**config.mk**
```make
export PLATFORM = sky130hd
export DESIGN_NAME = class_arbiter
export DESIGN_NICKNAME = d
export VERILOG_FILES = /design/src/rtl/class_arbiter.sv
export SDC_FILE = /design/constraint.sdc
export NUM_CORES = 1
export LEC_CHECK = 0
export ABC_AREA = 0
export BUFFER_PORTS_ARGS = -buffer_cell sky130_fd_sc_hd__buf_2
export CORE_MARGIN = 5
export CORE_UTILIZATION = 42
export DETAILED_ROUTE_END_ITERATION = 10
export PLACE_DENSITY = 0.75
export SLEW_MARGIN = 10
export SYNTH_ARGS = -nofsm -noshare
export SYNTH_HDL_FRONTEND = slang
export SYNTH_SLANG_ARGS = --single-unit
```
**constraint.sdc**
```tcl
create_clock -name clk -period 3 [get_ports clk]
set_input_delay 0.75 -clock clk [delete_from_list [all_inputs] [get_ports clk]]
set_output_delay 0.75 -clock clk [all_outputs]
set_load 0.03 [all_outputs]
```
**src/rtl/class_arbiter.sv**
```systemverilog
// Two-class weighted round-robin arbiter between FWFT FIFOs and two paused destinations.
// Registered output word with one-cycle latency and an urgent almost-full override.
module class_arbiter #(
    parameter int WEIGHT0 = 3,
    parameter int WEIGHT1 = 1
) (
    input  logic       clk,
    input  logic       reset,
    input  logic [9:0] fifo0_data,
    input  logic       fifo0_empty,
    input  logic       fifo0_almost_full,
    input  logic [9:0] fifo1_data,
    input  logic       fifo1_empty,
    input  logic       fifo1_almost_full,
    input  logic       dest0_pause,
    input  logic       dest1_pause,
    output logic       read0,
    output logic       read1,
    output logic [9:0] data_out,
    output logic       valid_out,
    output logic       dest_sel,
    output logic [1:0] arb_state
);

    typedef enum logic [1:0] {
        IDLE   = 2'b00,
        SERVE0 = 2'b01,
        SERVE1 = 2'b10
    } state_t;

    localparam logic [3:0] LOAD0 = 4'(WEIGHT0 - 1);
    localparam logic [3:0] LOAD1 = 4'(WEIGHT1 - 1);

    state_t     state;
    logic [3:0] credit;
    logic       elig0;
    logic       elig1;
    logic       grant0;
    logic       grant1;

    function automatic logic eligible(input logic empty, input logic dsel,
                                      input logic p0, input logic p1);
        return !empty && !(dsel ? p1 : p0);
    endfunction

    function automatic logic [3:0] dec_sat(input logic [3:0] c);
        return (c != 4'd0) ? c - 4'd1 : 4'd0;
    endfunction

    assign elig0 = eligible(fifo0_empty, fifo0_data[8], dest0_pause, dest1_pause);
    assign elig1 = eligible(fifo1_empty, fifo1_data[8], dest0_pause, dest1_pause);

    // Grant decision: combinational from state, credit and current FIFO/pause inputs.
    always_comb begin
        grant0 = 1'b0;
        grant1 = 1'b0;
        if (!reset) begin
            if (elig0 && elig1) begin
                if (fifo0_almost_full != fifo1_almost_full) begin
                    grant0 = fifo0_almost_full;
                    grant1 = fifo1_almost_full;
                end else begin
                    case (state)
                        SERVE0: begin
                            grant0 = (credit != 4'd0);
                            grant1 = (credit == 4'd0);
                        end
                        SERVE1: begin
                            grant1 = (credit != 4'd0);
                            grant0 = (credit == 4'd0);
                        end
                        default: grant0 = 1'b1;
                    endcase
                end
            end else begin
                grant0 = elig0;
                grant1 = elig1;
            end
        end
    end

    assign read0     = grant0;
    assign read1     = grant1;
    assign arb_state = state;

    // Output stage: granted word registered one cycle after the pop.
    always_ff @(posedge clk) begin
        if (reset) begin
            state     <= IDLE;
            credit    <= 4'd0;
            valid_out <= 1'b0;
            data_out  <= 10'd0;
            dest_sel  <= 1'b0;
        end else begin
            valid_out <= grant0 | grant1;
            if (grant0) begin
                data_out <= fifo0_data;
                dest_sel <= fifo0_data[8];
                if (state == SERVE0) begin
                    credit <= dec_sat(credit);
                end else begin
                    credit <= LOAD0;
                    state  <= SERVE0;
                end
            end else if (grant1) begin
                data_out <= fifo1_data;
                dest_sel <= fifo1_data[8];
                if (state == SERVE1) begin
                    credit <= dec_sat(credit);
                end else begin
                    credit <= LOAD1;
                    state  <= SERVE1;
                end
            end else begin
                state <= IDLE;
            end
        end
    end

endmodule

```
==> summary.txt <==
Routing
  • Routed wire length: 2520 um
  • Iter 0 DRT Violations: 15
  • 1st-pass router iterations: 4
  • Routed vias: 954
  • Drc violations: 0
  • Vias per cell: 5.16
  • DR WL/cell: 13.6 um
  • Post-route antenna net violation count: 0

Layout
  • Seq. cell area: 340 um2
  • Layout Nets: 190
  • Commonest non-fill, non-tap cell in the layout: buf_2
  • FILL cells: 209
  • Share of cells above drive strength 1: 38.9%
  • Core Util, Final: 56.7%
  • Antenna Cells: 0
  • Layout area overhead: 25.9%
  • Most frequent cells in the layout: buf_2 (42), dfxtp_1 (17), nor2_1 (16), mux2i_1 (14), a211oi_1 (8)
  • Multi-input logic area: 609 um2

Yosys
  • Netlist Area Pre-Place: 1020 um2
  • Mean Syn Cell Area: 8.91 um2
  • Synth warnings: 0
  • Post-synthesis register bit count: 17
  • Sequential-to-total area share from yosys stat: 33.2%
  • Unique masters post-synth: 34
  • Post-Synthesis Cells: 115
  • Synth Net Count: 147

Worst hold path
  • Hold Startpoint: arb_state[1]
  • Worst hold-check path type: reg -> reg
  • Worst hold path depth: 2

STA
  • Final hold violations: 0
  • Fin crit period: 2880 ps
  • Final period util: 96.0%
  • Rel. slew slack: 75.5%
  • RSZ-0062 raised after global routing: false
  • Setup Skew: 10.7 ps
  • Worst slew pin tran: 367 ps
  • Setup TNS: 0 ps
  • Slew Viols, Final: 0
  • Peak Freq: 0.347 GHz
  • Fin Hold WS: 518 ps
  • Final Setup Violations: 0

Clock tree
  • Root Driver: clkbuf_4
  • Hold_buf cts: 0
  • Clock latency on the worst-skew pair: 290 ps
  • Num CTS Buffers: 3
  • CTS H-tree lvls: 1
  • CTS Buffer Depth: 2
  • Worst-path clk slew: 100 ps
  • CTS sink cnt: 17
  • CTS tree: done

Setup path
  • R2R Path End: credit[2]
  • Critical path endpoint: read0
  • Startpoint types: register
  • Crit-path cells: inv_2 > ha_4 > or3b_4 > a2111o_1 > a32oi_2 > inv_2 > clkbuf_4
  • CP max stage cell: or3b_4
  • Worst stage delay on the critical path: 410 ps
  • Worst setup path startpoint: credit[0]
  • Reg2reg setup slack: 250 ps
  • Family with the most delay on the worst path: compound AO/OA/AOI/OAI gates
  • CP Depth: 7
  • Setup crit end kind: output port
  • Reg2reg path depth: 10
  • RR Startpoint: credit[0]
  • Buf/Inv on CP: 3
  • Crit path DAT: 2130 ps
  • Critical path class: reg -> out
  • CP dominant cell by count: inv_2
  • Crit path required time: 2250 ps
  • CP Max Fanout: 5

Die
  • Die Y-Extent: 59.4 um
  • Die area: 3530 um2
  • Core footprint: 2280 um2
  • Row cnt: 17
  • Ports: 44
  • Die X: 59.4 um
  • Initial Util: 45.0%

Placement
  • IO Port Bufs: 43
  • Final Wtd Congestion: 0.828
  • Final HPWL DP: 1900 um

GRT
  • Global Route Usage Sum: 15.8%
  • Vias in the first global route: 1022
  • Antenna violations before repair: 0
  • Overflow after GRT: 0
  • Largest net degree at the start of global routing: 31
  • First-pass GRT wire length: 4310 um

Outcome
  • Status: complete, no violations

Power
  • Sw Share: 35.8%
  • Final Total Pwr: 0.599 mW
  • VDD IR-drop max: 0.367 mV
  • Combinational share of power: 36.7%
  • P_int: 0.384 mW
  • Clock group share of total power: 19.9%
  • Register share of total power: 43.4%
  • Sw power: 0.215 mW
  • P_leak: 0.599 nW
  • Pwr dens: 464 nW/um2

Flow run
  • MaxCap Viol Count: 0
-- flip-flops by register name, indices dropped and copies added (netlist names) --
register and flops:
data_out 10, arb_state 2, valid_out 1, credit 4
-- repair_timing --
item,4_1_cts,5_1_grt
resized for setup,3,3
setup buffers,1,0
setup endpoints to repair,1,2
pin swaps,1,2
-- how the worst min path moves through the flow --
| stage | end | slack, ps |
|---|---|---|
| 2_1_floorplan | credit[2] | 480 |
| 3_3_place_gp | arb_state[1] | 490 |
| 3_5_place_dp | arb_state[1] | 500 |
| 4_1_cts | arb_state[1] | 520 |
| 5_1_grt | arb_state[1] | 540 |
| 6_report | arb_state[1] | 520 |
-- Yosys cell counts --
cell / count / area (um2)
inv_1: 10 / 37.5
o211a_1: 1 / 10.0
a21oi_1: 1 / 5.00
and3b_1: 1 / 8.76
o221a_1: 1 / 11.3
a2111o_1: 1 / 11.3
a32oi_2: 1 / 16.3
buf_6: 2 / 22.5
o22ai_1: 1 / 6.26
mux2_2: 2 / 22.5
o31ai_1: 4 / 30.0
nor2b_1: 1 / 6.26
dfxtp_1: 17 / 340
o21ai_0: 1 / 5.00
a31oi_1: 1 / 6.26
a211oi_2: 2 / 25.0
nor2_1: 16 / 60.1
nor4bb_1: 1 / 10.0
o21a_1: 1 / 7.51
o21ai_1: 1 / 5.00
mux2i_1: 14 / 140
nand2_1: 4 / 15.0
nand3_1: 3 / 15.0
buf_4: 1 / 7.51
buf_2: 3 / 15.0
a22oi_1: 1 / 7.51
nor3_1: 3 / 15.0
a211oi_1: 8 / 60.1
nand4_1: 2 / 12.5
a21o_1: 2 / 15.0
a21oi_2: 1 / 8.76
or3b_1: 1 / 8.76
clkbuf_1: 2 / 7.51
ha_1: 4 / 50.1
-- layer usage --
| metal | wire (um) | up-vias | track usage, % |
|---|---|---|---|
| met5 | 0 | - | 0 |
| met1 | 1070 | 421 | 16.8 |
| met3 | 184 | 4 | 4.79 |
| met4 | 34 | 0 | 8.41 |
| met2 | 1230 | 28 | 27.8 |
| li1 | - | 501 | - |
-- power groups by stage --
stage          combinational, mW  clock [mW]  sequential, mW
2_1_floorplan              0.118           0           0.300
3_3_place_gp               0.202           0           0.263
3_5_place_dp               0.208           0           0.264
4_1_cts                    0.216       0.125           0.260
5_1_grt                    0.241       0.135           0.263
6_report                   0.220       0.119           0.260
-- worst reg2reg max path, stage by stage (launching register included) --
cell	delay, ps
dfxtp_1	330
inv_2	110
ha_4	150
or3b_4	410
a2111o_1	390
a32oi_2	240
buf_4	140
buf_4	300
mux2_2	410
nand4_1	100
o31ai_1	70
-- per-stage QoR --
step,setup slack (ps),area [um2],cells
after global routing,16.3,1290,185
after CTS,11.7,1280,185
after floorplan,37.0,1020,115
after detailed placement,164,1240,180
after global placement,304,1240,180
final,120,1290,185
-- layout make-up --
type / count / share of cell area [%]
clock inverters: 1 / 0.388
inverters: 10 / 2.91
clock buffers: 3 / 1.75
flip-flops and latches: 17 / 26.4
well taps: 28 / 2.72
multi-input cells: 80 / 47.2
repair buffers: 46 / 18.6
-- cell families (layout without fill, tap and decap cells) --
group	Yosys count	after routing	share of synthesized area [%]
and+or+nand+nor	32	32	14.8
buffers and inverters	18	60	8.79
muxes	16	16	15.9
AOI/OAI and AO/OA	28	28	22.5
adders and majority gates	4	4	4.88
DFF	17	17	33.2
No activity file was read; power rests on OpenSTA's default activity.
